**config.mk**
```make
export PLATFORM = sky130hd
export DESIGN_NAME = ppu_oam_dma
export DESIGN_NICKNAME = d
export VERILOG_FILES = /design/src/rtl/ppu_oam_dma.sv
export SDC_FILE = /design/constraint.sdc
export NUM_CORES = 1
export LEC_CHECK = 0
export BUFFER_PORTS_ARGS = -buffer_cell sky130_fd_sc_hd__clkbuf_2
export CAP_MARGIN = 15
export CORE_MARGIN = 2
export CORE_UTILIZATION = 47
export CTS_CLUSTER_DIAMETER = 200
export DETAILED_ROUTE_END_ITERATION = 16
export PLACE_DENSITY = 0.76
export SLEW_MARGIN = 20
export SYNTH_ARGS = -nofsm -noshare
export SYNTH_HDL_FRONTEND = slang
export SYNTH_SLANG_ARGS = --single-unit
export TNS_END_PERCENT = 1
```
**constraint.sdc**
```tcl
create_clock -name clk_in -period 1.85 [get_ports clk_in]
set_clock_uncertainty 0.1 [all_clocks]
set_input_delay 0.185 -clock clk_in [delete_from_list [all_inputs] [get_ports clk_in]]
set_output_delay 0.185 -clock clk_in [all_outputs]
set_load 0.005 [all_outputs]
```
**src/rtl/ppu_oam_dma.sv**
```systemverilog
// rtl/ppu_oam_dma.sv - sprite RAM port arbiter and $4014 OAM DMA sequencer
// CPU register writes own the sprite RAM port in IDLE; DMA owns it otherwise.
module ppu_oam_dma #(
   parameter int DUMMY_CYCLES = 1
) (
   input  logic        clk_in,
   input  logic        rst_in,
   input  logic        dma_req_in,
   input  logic [7:0]  dma_page_in,
   input  logic        oamaddr_wr_in,
   input  logic        oamdata_wr_in,
   input  logic [7:0]  cpu_d_in,
   input  logic [7:0]  mem_d_in,
   output logic        cpu_rdy_out,
   output logic        busy_out,
   output logic [15:0] mem_a_out,
   output logic        mem_rd_out,
   output logic [7:0]  spr_ram_a_out,
   output logic [7:0]  spr_ram_d_out,
   output logic        spr_ram_wr_out,
   output logic [7:0]  oamaddr_out
);

   localparam logic [1:0] S_IDLE  = 2'd0;
   localparam logic [1:0] S_HALT  = 2'd1;
   localparam logic [1:0] S_READ  = 2'd2;
   localparam logic [1:0] S_WRITE = 2'd3;

   localparam logic [1:0] HALT_LAST = 2'(DUMMY_CYCLES - 1);

   logic [1:0]  state;
   logic [7:0]  oamaddr;
   logic [7:0]  page;
   logic [7:0]  idx;
   logic [1:0]  halt_cnt;
   logic [15:0] mem_a_q;
   logic [7:0]  dma_a;

   always_ff @(posedge clk_in) begin
      if (!rst_in) begin
         state    <= S_IDLE;
         oamaddr  <= 8'h00;
         page     <= 8'h00;
         idx      <= 8'h00;
         halt_cnt <= 2'd0;
         mem_a_q  <= 16'h0000;
      end else begin
         case (state)
            S_IDLE: begin
               // Address load beats the data-write increment when both arrive together.
               if (oamaddr_wr_in)
                  oamaddr <= cpu_d_in;
               else if (oamdata_wr_in)
                  oamaddr <= oamaddr + 8'd1;
               if (dma_req_in) begin
                  page     <= dma_page_in;
                  idx      <= 8'h00;
                  halt_cnt <= 2'd0;
                  state    <= S_HALT;
               end
            end
            S_HALT: begin
               if (halt_cnt == HALT_LAST)
                  state <= S_READ;
               else
                  halt_cnt <= halt_cnt + 2'd1;
            end
            S_READ: begin
               mem_a_q <= {page, idx};
               state   <= S_WRITE;
            end
            S_WRITE: begin
               if (idx == 8'hFF) begin
                  state <= S_IDLE;
               end else begin
                  idx   <= idx + 8'd1;
                  state <= S_READ;
               end
            end
            default: state <= S_IDLE;
         endcase
      end
   end

   // 256 writes starting at oamaddr wrap back around, so oamaddr itself never moves.
   assign dma_a = oamaddr + idx;

   assign cpu_rdy_out    = (state == S_IDLE);
   assign busy_out       = (state != S_IDLE);
   assign mem_rd_out     = (state == S_READ);
   assign mem_a_out      = (state == S_READ) ? {page, idx} : mem_a_q;
   assign spr_ram_a_out  = (state == S_IDLE) ? oamaddr : dma_a;
   assign spr_ram_d_out  = (state == S_IDLE) ? cpu_d_in : mem_d_in;
   assign spr_ram_wr_out = (state == S_IDLE) ? (oamdata_wr_in & ~oamaddr_wr_in)
                                             : (state == S_WRITE);
   assign oamaddr_out    = oamaddr;

endmodule

```
; Word level (Yosys, flattened, before mapping)
; Cells that the tools add are included.
[word_totals]
reg_bits = 44
inputBits = 29
output_inout_bits = 44
[op_classes]
n_addsub = 4
reduce_logical = 11
n_eq_ne = 8
n_mux = 16
bitwise_logic = 2
[ops]
columns = op, n
row1 = two-way mux 8 bit, 6
row2 = "adder 8 x 1 -> 8 bit, second input constant", 2
row3 = two-way mux 16 bit, 1
row4 = one-hot mux 8 bit (2 select lines), 1
row5 = two-way mux 2 bit, 5
row6 = adder 8 bit, 1
row7 = "equality test 8 bit, second input constant", 1
row8 = "!= test 2 bit, second input constant", 4
row9 = one-hot mux 2 bit (4 select lines), 1
row10 = nonzero test 2 bit, 4
row11 = AND reduction 2 bit, 3
row12 = AND reduction 3 bit, 2
row13 = "equality test 2 bit, second input constant", 2
row14 = zero test 2 bit, 2
row15 = one-hot mux 2 bit (2 select lines), 1
row16 = "adder 2 x 1 -> 2 bit, second input constant", 1
row17 = "equality test 2 x 1 -> 1 bit, second input constant", 1
row18 = AND 1 bit, 1
row19 = two-way mux 1 bit, 1
row20 = inverter 1 bit, 1

; Depth between registers and ports, before layout
[depth]
depth_word = 3
depth_mapped = 8

; Worst setup path before layout
; OpenSTA, ideal clock, no wires.
[synth_timing]
path_type = reg2out
from = register oamaddr[0], in the netlist oamaddr_out[0]
to = output spr_ram_a_out[6]
path_stages_with_launch = 9
setup_slack_ns = -0.148
arrival_time_ns = 1.713
path_cell_list = dfxtp_1 > ha_1 > inv_1 > fa_1 > nor2b_1 > o31a_1 > o21a_1 > nor3_1 > o31ai_1
[synth_via]
elab_chain_cells = 2
[synth_rtl]
columns = element, line
row1 = "start, declared", 32  ; logic [7:0] oamaddr;
row2 = "start signal, assigned", 52  ; oamaddr <= cpu_d_in;
row3 = "start signal, assigned", 54  ; oamaddr <= oamaddr + 8'd1;
row4 = adder 8 bit, 86  ; assign dma_a = oamaddr + idx;
row5 = two-way mux 8 bit, 92  ; assign spr_ram_a_out = (state == S_IDLE) ? oamaddr : dma_a;
row6 = "end, declared", 18  ; output logic [7:0] spr_ram_a_out,
; No other way between the ends.

; Worst setup path after layout
; Ends and elaborated chain as after synthesis.

==> results.md <==
* Detail Placement HPWL at 4862 µm
* Async SR Flop Fraction at 0%
* Crit path top cell by count: o21a_1
* Setup CP Type: flop to output port
* Nets at 440
* Post-Layout Cell Count at 470
* Vias at 2497
* Startpoint type of the worst setup path: flop
* Final Cycle Share at 126.0%
* Post-Place Cells at 463
* Fmax at 0.4291 GHz
* Post-synth cell types at 45
* CTS Root Cell: clkbuf_8
* Clock latency on the worst-skew pair at 0.30 ns
* Finished Core Util at 63.61%
* Layout cells sized above 1 at 38.25%
* Post-Syn Area at 0.002507 mm²
* CTS tree: done
* Syn nets at 344
* TritonCTS Buffers at 5
* Tot Pwr at 2.146 mW
* Failing checks: negative setup slack
* Min-Delay Path Class: input port to flop
* CP max-delay cell: dfxtp_2
* Die Area at 0.005935 mm²
* Fill count at 462
* Worst-margin pin slew at 0.3635 ns
* Drt first pass iters at 5
* GRT Overall Usage at 21.62%
* CTS sink cnt at 44
* Reg area at 887.1 µm²
* Relative slew slack at 75.77%
* Synth Register Bits at 44
* I/O Pins at 73
* Vias in the first global route at 2283
* CTS H-Tree Depth at 2
* # diodes at 0
* CTS clock-pin slew for the worst setup and hold paths at 0.08 ns
* Number of synthesized flops with an enable pin at 0
* Area Growth Syn to Fin at 30.39%
* First DRT Iteration DRCs at 191
* Max incr delay on CP at 0.34 ns
* Slew Limit Fails at 0
* Main flop type after synthesis: dfxtp_1
* Grt ovf at 0
* # DRC at 0
* Post-CTS setup buffers at 0
* Starting Density at 48.78%
* PD cells at 656.4 mW/mm²
* Max VDD drop at 292.5 µV
* First-pass GRT wire length at 10410 µm
* Crit path DAT at 2.05 ns
* Wirelength per Cell at 13.29 µm
* # rows at 26
* Final WL at 6244 µm
* Mapped Avg Cell Area at 8.248 µm²
* CP max FO at 2
* Final hold violation count at 0
* Req. time, crit path at 1.56 ns
* # setup viols final at 7
* Port buffer count at 72
* Initial antenna violation count at 0
* GPL Wtd Cong at 0.8289
* DRT antenna net count at 0
* Status: finished, violations left
* CP Capture Type: output port
* Routed vias/inst at 5.313
* Core box area at 0.005140 mm²
* Area occupied by multi-input gates at 0.001545 mm²
* Largest net degree at the start of global routing at 23
* RSZ-0062 raised after global routing: true
* Die X at 77.04 µm
* Sequential cell area fraction in the yosys report at 35.13%
* Setup ws final at -0.4806 ns
* Leak at 1.504 nW
* Die Y at 77.04 µm
* Mapped Cells at 304
* Max-cap violations at 0
* Syn. warnings at 0
* Crit-path cells: ha_4, inv_2, fa_2, nor2b_2, o31a_1, o21a_1, o21a_1, o31ai_2, buf_2
* Min Tclk post-route at 2.331 ns
* CTS Buffer Depth at 2
[worst paths after layout]
path | start | end | slack, ns | cells after the start
worst min-delay path | dma_page_in[6] | page[6]$_SDFFE_PN0P_ | 0.008 | 3
worst max register to register | idx[0]$_SDFFE_PN0P_ | idx[1]$_SDFFE_PN0P_ | 0.16 | 7
worst min register to register | page[6]$_SDFFE_PN0P_ | page[6]$_SDFFE_PN0P_ | 0.36 | 2
worst max-delay path | oamaddr_out[0]$_SDFFE_PN0P_ | spr_ram_a_out[6] | -0.48 | 9
[area by class of cell]
type	instances	area share, %
Clock buffer	5	2.105
Clock inverter	2	0.3827
Inverter	13	1.569
Multi-Input combinational cell	232	47.26
Sequential cell	44	27.13
Tap cell	70	2.679
Timing Repair Buffer	104	18.87
[metrics by stage]
step / instance area, µm² / TNS (ns) / hold slack (ns) / setup slack, ns
floorplan: 2517 / -0.05290 / 0.2210 / -0.05290
global placement: 3151 / -0.2377 / 0.3211 / -0.1795
detailed placement: 3151 / -0.3997 / 0.3249 / -0.2230
CTS: 3254 / -1.959 / 0.0009885 / -0.5007
global route: 3269 / -2.784 / 0.001036 / -0.5656
finish: 3269 / -1.891 / 0.007946 / -0.4806
[critical path: cells and delay by family (launching register included)]
kind	cells	cell delay, ns
simple gates	1	0.05
compound gates	4	0.80
fa+ha+maj	2	0.37
buf+inv	2	0.20
flops	1	0.34
[synth_stat cells (2+ instances only)]
| master | number | area [µm²] |
|---|---|---|
| nor2b_1 | 3 | 18.77 |
| a21boi_0 | 8 | 60.06 |
| a21oi_1 | 12 | 60.06 |
| ha_1 | 10 | 125.1 |
| nand3_1 | 9 | 45.04 |
| a21o_1 | 3 | 22.52 |
| o211ai_1 | 2 | 15.01 |
| a31oi_1 | 7 | 43.79 |
| nand2_1 | 38 | 142.6 |
| a211oi_1 | 3 | 22.52 |
| mux2i_1 | 2 | 20.02 |
| o31ai_1 | 3 | 22.52 |
| nor3_1 | 7 | 35.03 |
| a22oi_1 | 4 | 30.03 |
| and2_1 | 19 | 118.9 |
| nor2_1 | 22 | 82.58 |
| clkbuf_1 | 8 | 30.03 |
| nand2b_1 | 2 | 12.51 |
| mux2_2 | 22 | 247.7 |
| and3_1 | 4 | 25.02 |
| or2_2 | 2 | 12.51 |
| o21a_1 | 5 | 37.54 |
| inv_1 | 12 | 45.04 |
| buf_2 | 6 | 30.03 |
| o21ai_0 | 22 | 110.1 |
| dfxtp_1 | 44 | 880.8 |
| nand4_1 | 3 | 18.77 |
| o21bai_1 | 2 | 15.01 |
| xor2_1 | 3 | 26.28 |
| nand2_2 | 2 | 12.51 |
[cell usage in the layout (no fill, tap or decap), drive strengths merged, types with 2 or more instances in the layout]
cell type and n:
nand2b 2, o21a 5, ha 10, inv 13, a21oi 12, a21boi 8
o31ai 3, a211oi 3, a31oi 7, xor2 3, nand4 3, a22oi 4
mux2i 2, a21o 3, o21bai 2, o21ai 24, clkbuf 76, nor2 22
dfxtp 44, mux2 22, nand3 9, or2 3, nand2 40, and3 4
and2 19, nor3 7, nor2b 3, o211ai 2, buf 33
[state kept, by name, indices dropped and copies added, names as in the netlist]
register and flops:
halt_cnt 2, state 2, page 8, oamaddr_out 8, idx 8, mem_a_q 16
[routing by layer]
layer	GRT usage (%)	routed length, µm	vias up
met2	34.74	2941	97
met3	5.412	391	13
li1	-	-	1255
met4	8.214	133	0
met5	0	0	-
met1	28.01	2777	1132
[repair_timing]
action,in CTS,in global routing
hold buffers,0,0
hold endpoints to repair,0,0
setup endpoints to repair,22,22
resized for setup,8,6
[report_power, final]
group	switching [mW]	internal, mW
registers	0.0254	0.987
clock network	0.320	0.256
logic	0.296	0.262
[logic make-up after synthesis]
group	after synthesis	share of synthesized area, %
multiplexers	24	10.68
AO/OA/AOI/OAI	78	19.96
AND/OR/NAND/NOR	115	22.31
flip-flops	44	35.13
XOR/XNOR	4	1.397
adder cells (fa/ha/maj)	11	5.788
buffers and inverters	28	4.741
Note: power is estimated with default switching activity, not from simulation.
